### src/rtl/regfile_param.sv
// Parametrised single-write, dual-read register file with a post-reset clear sequencer.
// Define REGFILE_BYPASS_EN to forward same-cycle writes to matching read ports.
module regfile_param #(
    parameter int WIDTH    = 32,
    parameter int DEPTH    = 32,
    parameter int ADDR_W   = 5,
    parameter int ZERO_REG = 1
) (
    input  logic              clk,
    input  logic              reset,
    output logic              Ready,
    input  logic [ADDR_W-1:0] ReadRegister1,
    input  logic [ADDR_W-1:0] ReadRegister2,
    output logic [WIDTH-1:0]  ReadData1,
    output logic [WIDTH-1:0]  ReadData2,
    input  logic              WriteEnable,
    input  logic [ADDR_W-1:0] WriteRegister,
    input  logic [WIDTH-1:0]  WriteData,
    output logic              dbg_state_o
);

    typedef enum logic {
        CLEAR = 1'b0,
        RUN   = 1'b1
    } state_e;

    localparam logic [ADDR_W-1:0] LAST_IDX  = ADDR_W'(DEPTH - 1);
    localparam logic [ADDR_W:0]   DEPTH_EXT = (ADDR_W + 1)'(DEPTH);

    state_e            state_q;
    logic [ADDR_W-1:0] index_q;
    logic              ready_q;
    logic [WIDTH-1:0]  mem_q [DEPTH];

    logic              wr_legal;
    logic [WIDTH-1:0]  rd1_d;
    logic [WIDTH-1:0]  rd2_d;

    // An address maps to real storage only if it is in range and not the hardwired zero entry.
    function automatic logic addr_ok(input logic [ADDR_W-1:0] a);
        return ({1'b0, a} < DEPTH_EXT) && !((ZERO_REG != 0) && (a == '0));
    endfunction

    always_ff @(posedge clk or posedge reset) begin
        if (reset) begin
            state_q <= CLEAR;
            index_q <= '0;
            ready_q <= 1'b0;
        end else begin
            case (state_q)
                CLEAR: begin
                    index_q <= index_q + 1'b1;
                    if (index_q == LAST_IDX) begin
                        state_q <= RUN;
                        ready_q <= 1'b1;
                    end
                end
                RUN: begin
                    state_q <= RUN;
                end
                default: begin
                    state_q <= CLEAR;
                    index_q <= '0;
                    ready_q <= 1'b0;
                end
            endcase
        end
    end

    assign wr_legal = ready_q && WriteEnable && addr_ok(WriteRegister);

    // Storage has no reset; the sequencer zeroes it one entry per cycle instead.
    always_ff @(posedge clk) begin
        if (state_q == CLEAR) begin
            mem_q[index_q] <= '0;
        end else if (wr_legal) begin
            mem_q[WriteRegister] <= WriteData;
        end
    end

    always_comb begin
        rd1_d = '0;
        if (ready_q && addr_ok(ReadRegister1)) begin
            rd1_d = mem_q[ReadRegister1];
`ifdef REGFILE_BYPASS_EN
            if (wr_legal && (WriteRegister == ReadRegister1)) begin
                rd1_d = WriteData;
            end
`endif
        end
    end

    always_comb begin
        rd2_d = '0;
        if (ready_q && addr_ok(ReadRegister2)) begin
            rd2_d = mem_q[ReadRegister2];
`ifdef REGFILE_BYPASS_EN
            if (wr_legal && (WriteRegister == ReadRegister2)) begin
                rd2_d = WriteData;
            end
`endif
        end
    end

    assign ReadData1   = rd1_d;
    assign ReadData2   = rd2_d;
    assign Ready       = ready_q;
    assign dbg_state_o = state_q;

endmodule

### config.mk
export PLATFORM = sky130hd
export DESIGN_NAME = regfile_param
export DESIGN_NICKNAME = d
export VERILOG_FILES = /design/src/rtl/regfile_param.sv
export SDC_FILE = /design/constraint.sdc
export NUM_CORES = 1
export LEC_CHECK = 0
export CELL_PAD_IN_SITES_DETAIL_PLACEMENT = 1
export CELL_PAD_IN_SITES_GLOBAL_PLACEMENT = 1
export CORE_ASPECT_RATIO = 0.9
export CORE_UTILIZATION = 50
export DETAILED_ROUTE_END_ITERATION = 6
export DONT_BUFFER_PORTS = 1
export PLACE_DENSITY = 0.68
export SLEW_MARGIN = 20
export SYNTH_ARGS = -nofsm -noshare
export SYNTH_HDL_FRONTEND = slang
export SYNTH_SLANG_ARGS = --single-unit
### constraint.sdc
create_clock -name clk -period 6.13 [get_ports clk]
set_input_delay 1.226 -clock clk [delete_from_list [all_inputs] [get_ports clk]]
set_output_delay 1.226 -clock clk [all_outputs]
set_load 0.02 [all_outputs]
==> reports/metrics.yaml <==
power:
  combPwrFrac_pct: 6.2
  internal_power_uw: 12200
  seq_power_share_pct: 50.0
  power_switching_share_pct: 21.5
  vdd_drop_max_mv: 0.322
  clockPowerShare_pct: 43.8
  p_leak_uw: 0.0186
  p_per_area_nw_per_um2: 291
  p_sw_uw: 3350
layout:
  n_fill_cell: 8099
  multi_input_area_um2: 16600
  finalInstanceArea_um2: 53400
  regArea_um2: 30900
  instances_no_fill: 3809
  nets: 2509
  utilization_pct: 56.1
  syn_to_final_growth_pct: 10.5
  drive_above_1_share_pct: 31.0
clock_network:
  cts-root-buf: "clkbuf_16"
  tritoncts: "yes"
  cts.clk_slew.worst_paths_ns: 0.06
  cts.sinks: 1031
  hold_buffers: 0
  htree_num_levels: 3
  cts_resized: 0
  cts_setup_buffers: 0
  clock_latency_ns: 0.68
  cts.path.max_buffers: 3
  cts_inserted_buffers: 108
yosys:
  synth_top_area_share_pct: 63.7
  synth.most_common_cell: "edfxtp_1"
  synth_edf_count: 1024
  postSynth.asyncResetShare_pct: 0.679
  synth.distinct_cells: 56
  synth_area_leaders: "edfxtp_1 64%, mux4_2 21%, mux2i_1 5.9%, mux2_2 0.93%, a22oi_1 0.85%"
  synth_seq_cells: 1031
  avgSynthCellArea_um2: 19.5
  synth_ff_type: "edfxtp_1"
  ys_seq_area_share_pct: 64.0
  syn_area_um2: 48300
  synth_top_cell_by_area: "edfxtp_1"
  synthCells: 2476
  synth_fp_nets: 2528
  synth_common_cells: "1024 x edfxtp_1, 440 x mux4_2, 286 x mux2i_1"
  synth_warnings: 0
placed_design:
  dpl_cell_area_um2: 49700
  dp_hpwl_um: 91000
  port_buffers: 0
  dp_slack_ns: 1.58
  dp_cells: 3598
  routabilityCongestion: 0.857
route:
  num_vias: 27300
  drt-pass1-iter-count: 5
  antenna_left: 0
  wl_um: 158000
  vias_per_cell: 7.16
  drc: 0
  drt-initial-drc-count: 3250
  routedWlPerCell_um: 41.4
critical_path:
  required_ns: 4.90
  cp.depth: 4
  slowest_delay_ns: 0.96
  crit_buf_inv: 0
  reg2reg_slack_ns: 1.92
  path_delay_family: "multiplexers"
  slowest_stage: "mux4_2"
  startpoint: "ReadRegister2[0]"
  r2r-start: "Ready"
  arrival_ns: 4.08
  critPathMaxFanout: 229
  crit_type: "in -> out"
  crit_path_end_kind: "primary output"
  ff2ff_path_depth: 5
  setup.worst_path.start_class: "primary input"
  r2r-end: "mem_q[4][5]"
  cp_cell_sequence: "mux4_2 > mux2i_1 > o22a_1 > o221ai_1"
timing:
  hold_viol_final: 0
  final-setup-viol-count: 0
  min_period_ns: 5.31
  fin_crit_sh_pct: 86.6
  rsz0062_at_grt: "false"
  fin_skew_ns: 0.0227
  tns_ns: 0
  fin_ws_ns: 0.824
  relSlewSlack_pct: 0.0564
  max_slew.worst_pin.slew_ns: 1.50
  drv_slew: 0
  fmax_mhz: 188
floorplan:
  fp.coreArea_um2: 95200
  die_h_um: 297
  row_count: 107
  start_util_pct: 50.7
  design.die.area_um2: 97900
  pin_count: 116
  fp.dieW_um: 330
global_route:
  grt_pass1_vias: 28400
  antenna_found_initial: 18
  grt_max_degree: 303
  grt_pass1_wl_um: 222000
  grt.total_usage_pct: 32.7
  overflow: 0
min_path:
  hold_class: "in -> async"
status:
  status: "finished, final reports clean"
run:
  maxCapViolCount: 0
## worst max-delay path by stage
stage,slack (ns),end
2_1_floorplan,0.09,mem_q[30][0]
3_5_place_dp,1.58,ReadData2[30]
6_report,0.82,ReadData2[26]
5_1_grt,0.89,ReadData2[0]
3_3_place_gp,1.48,ReadData1[4]
4_1_cts,0.95,ReadData2[30]
## registers in the layout, indices dropped and copies added, names as in the netlist
register     flops
mem_q         1024
Ready            1
index_q          5
dbg_state_o      1
## per-layer routing
metal | vias to the layer above | wire length, um | global-route usage [%]
li1 | 10700 | - | -
met3 | 296 | 14100 | 7.37
met2 | 1425 | 75300 | 51.4
met4 | 0 | 6660 | 12.4
met1 | 14900 | 61500 | 44.7
met5 | - | 0 | 0
## cells in the final DEF, fill, tap and decap left out, types with 4 or more instances in the layout
| cell type | count |
|---|---|
| clkinv_1 | 30 |
| nor2b_1 | 15 |
| mux2i_1 | 286 |
| edfxtp_1 | 1024 |
| nand2_1 | 40 |
| nand3_1 | 38 |
| dfrtp_1 | 7 |
| nor2_1 | 9 |
| clkinv_2 | 8 |
| o221ai_1 | 33 |
| a31oi_1 | 25 |
| a211oi_1 | 10 |
| buf_4 | 64 |
| a21oi_1 | 21 |
| or2_2 | 20 |
| nor4_2 | 20 |
| mux2_2 | 40 |
| nor2_4 | 4 |
| diode_2 | 11 |
| inv_6 | 4 |
| nor3_1 | 10 |
| clkbuf_16 | 110 |
| a211o_1 | 23 |
| o22a_1 | 26 |
| clkbuf_1 | 21 |
| nor3_2 | 8 |
| and2_2 | 24 |
| mux4_2 | 440 |
| inv_1 | 6 |
| and2_1 | 12 |
| bufinv_16 | 18 |
| clkinvlp_4 | 4 |
| a22oi_1 | 55 |
| o22ai_1 | 33 |
| nand4_1 | 7 |
## worst reg2reg max path: cells and delay by family, from the launching register on
| family | cells | cell delay, ns |
|---|---|---|
| AO/OA/AOI/OAI | 2 | 1.04 |
| flip-flops | 1 | 0.91 |
| buffers and inverters | 1 | 0.59 |
| AND/OR/NAND/NOR | 2 | 1.27 |
## final cells by class
class	instances	share of cell area (%)
antenna	11	0.0516
clock buffer	131	5.31
clock inverter	67	1.48
inverter	6	0.0422
multi-input combinational	1241	31.2
sequential	1031	57.9
tap	1253	2.94
timing repair buffer	69	1.07
## power groups by stage
stage	sequential, uW	clock (uW)	combinational, uW
after CTS	7780	6860	942
final	7770	6810	963
after global routing	7770	7100	989
after detailed placement	7930	0	939
after floorplan	7930	0	810
after global placement	7930	0	920
## cell families after synthesis
group	after synthesis	synth area share (%)
flops	1031	64.0
mux	767	27.4
compound gates	239	3.76
fa+ha+maj	2	0.0518
buf+inv	204	2.10
xor+xnor	3	0.0544
simple gates	230	2.60
## stage by stage
step	hold WS (ns)	total power (uW)
after floorplan	0.551	8740
after global placement	0.601	8850
after detailed placement	0.634	8870
after CTS	0.342	15600
after global routing	0.368	15900
final	0.358	15500
Note: power is estimated with default switching activity, not from simulation.
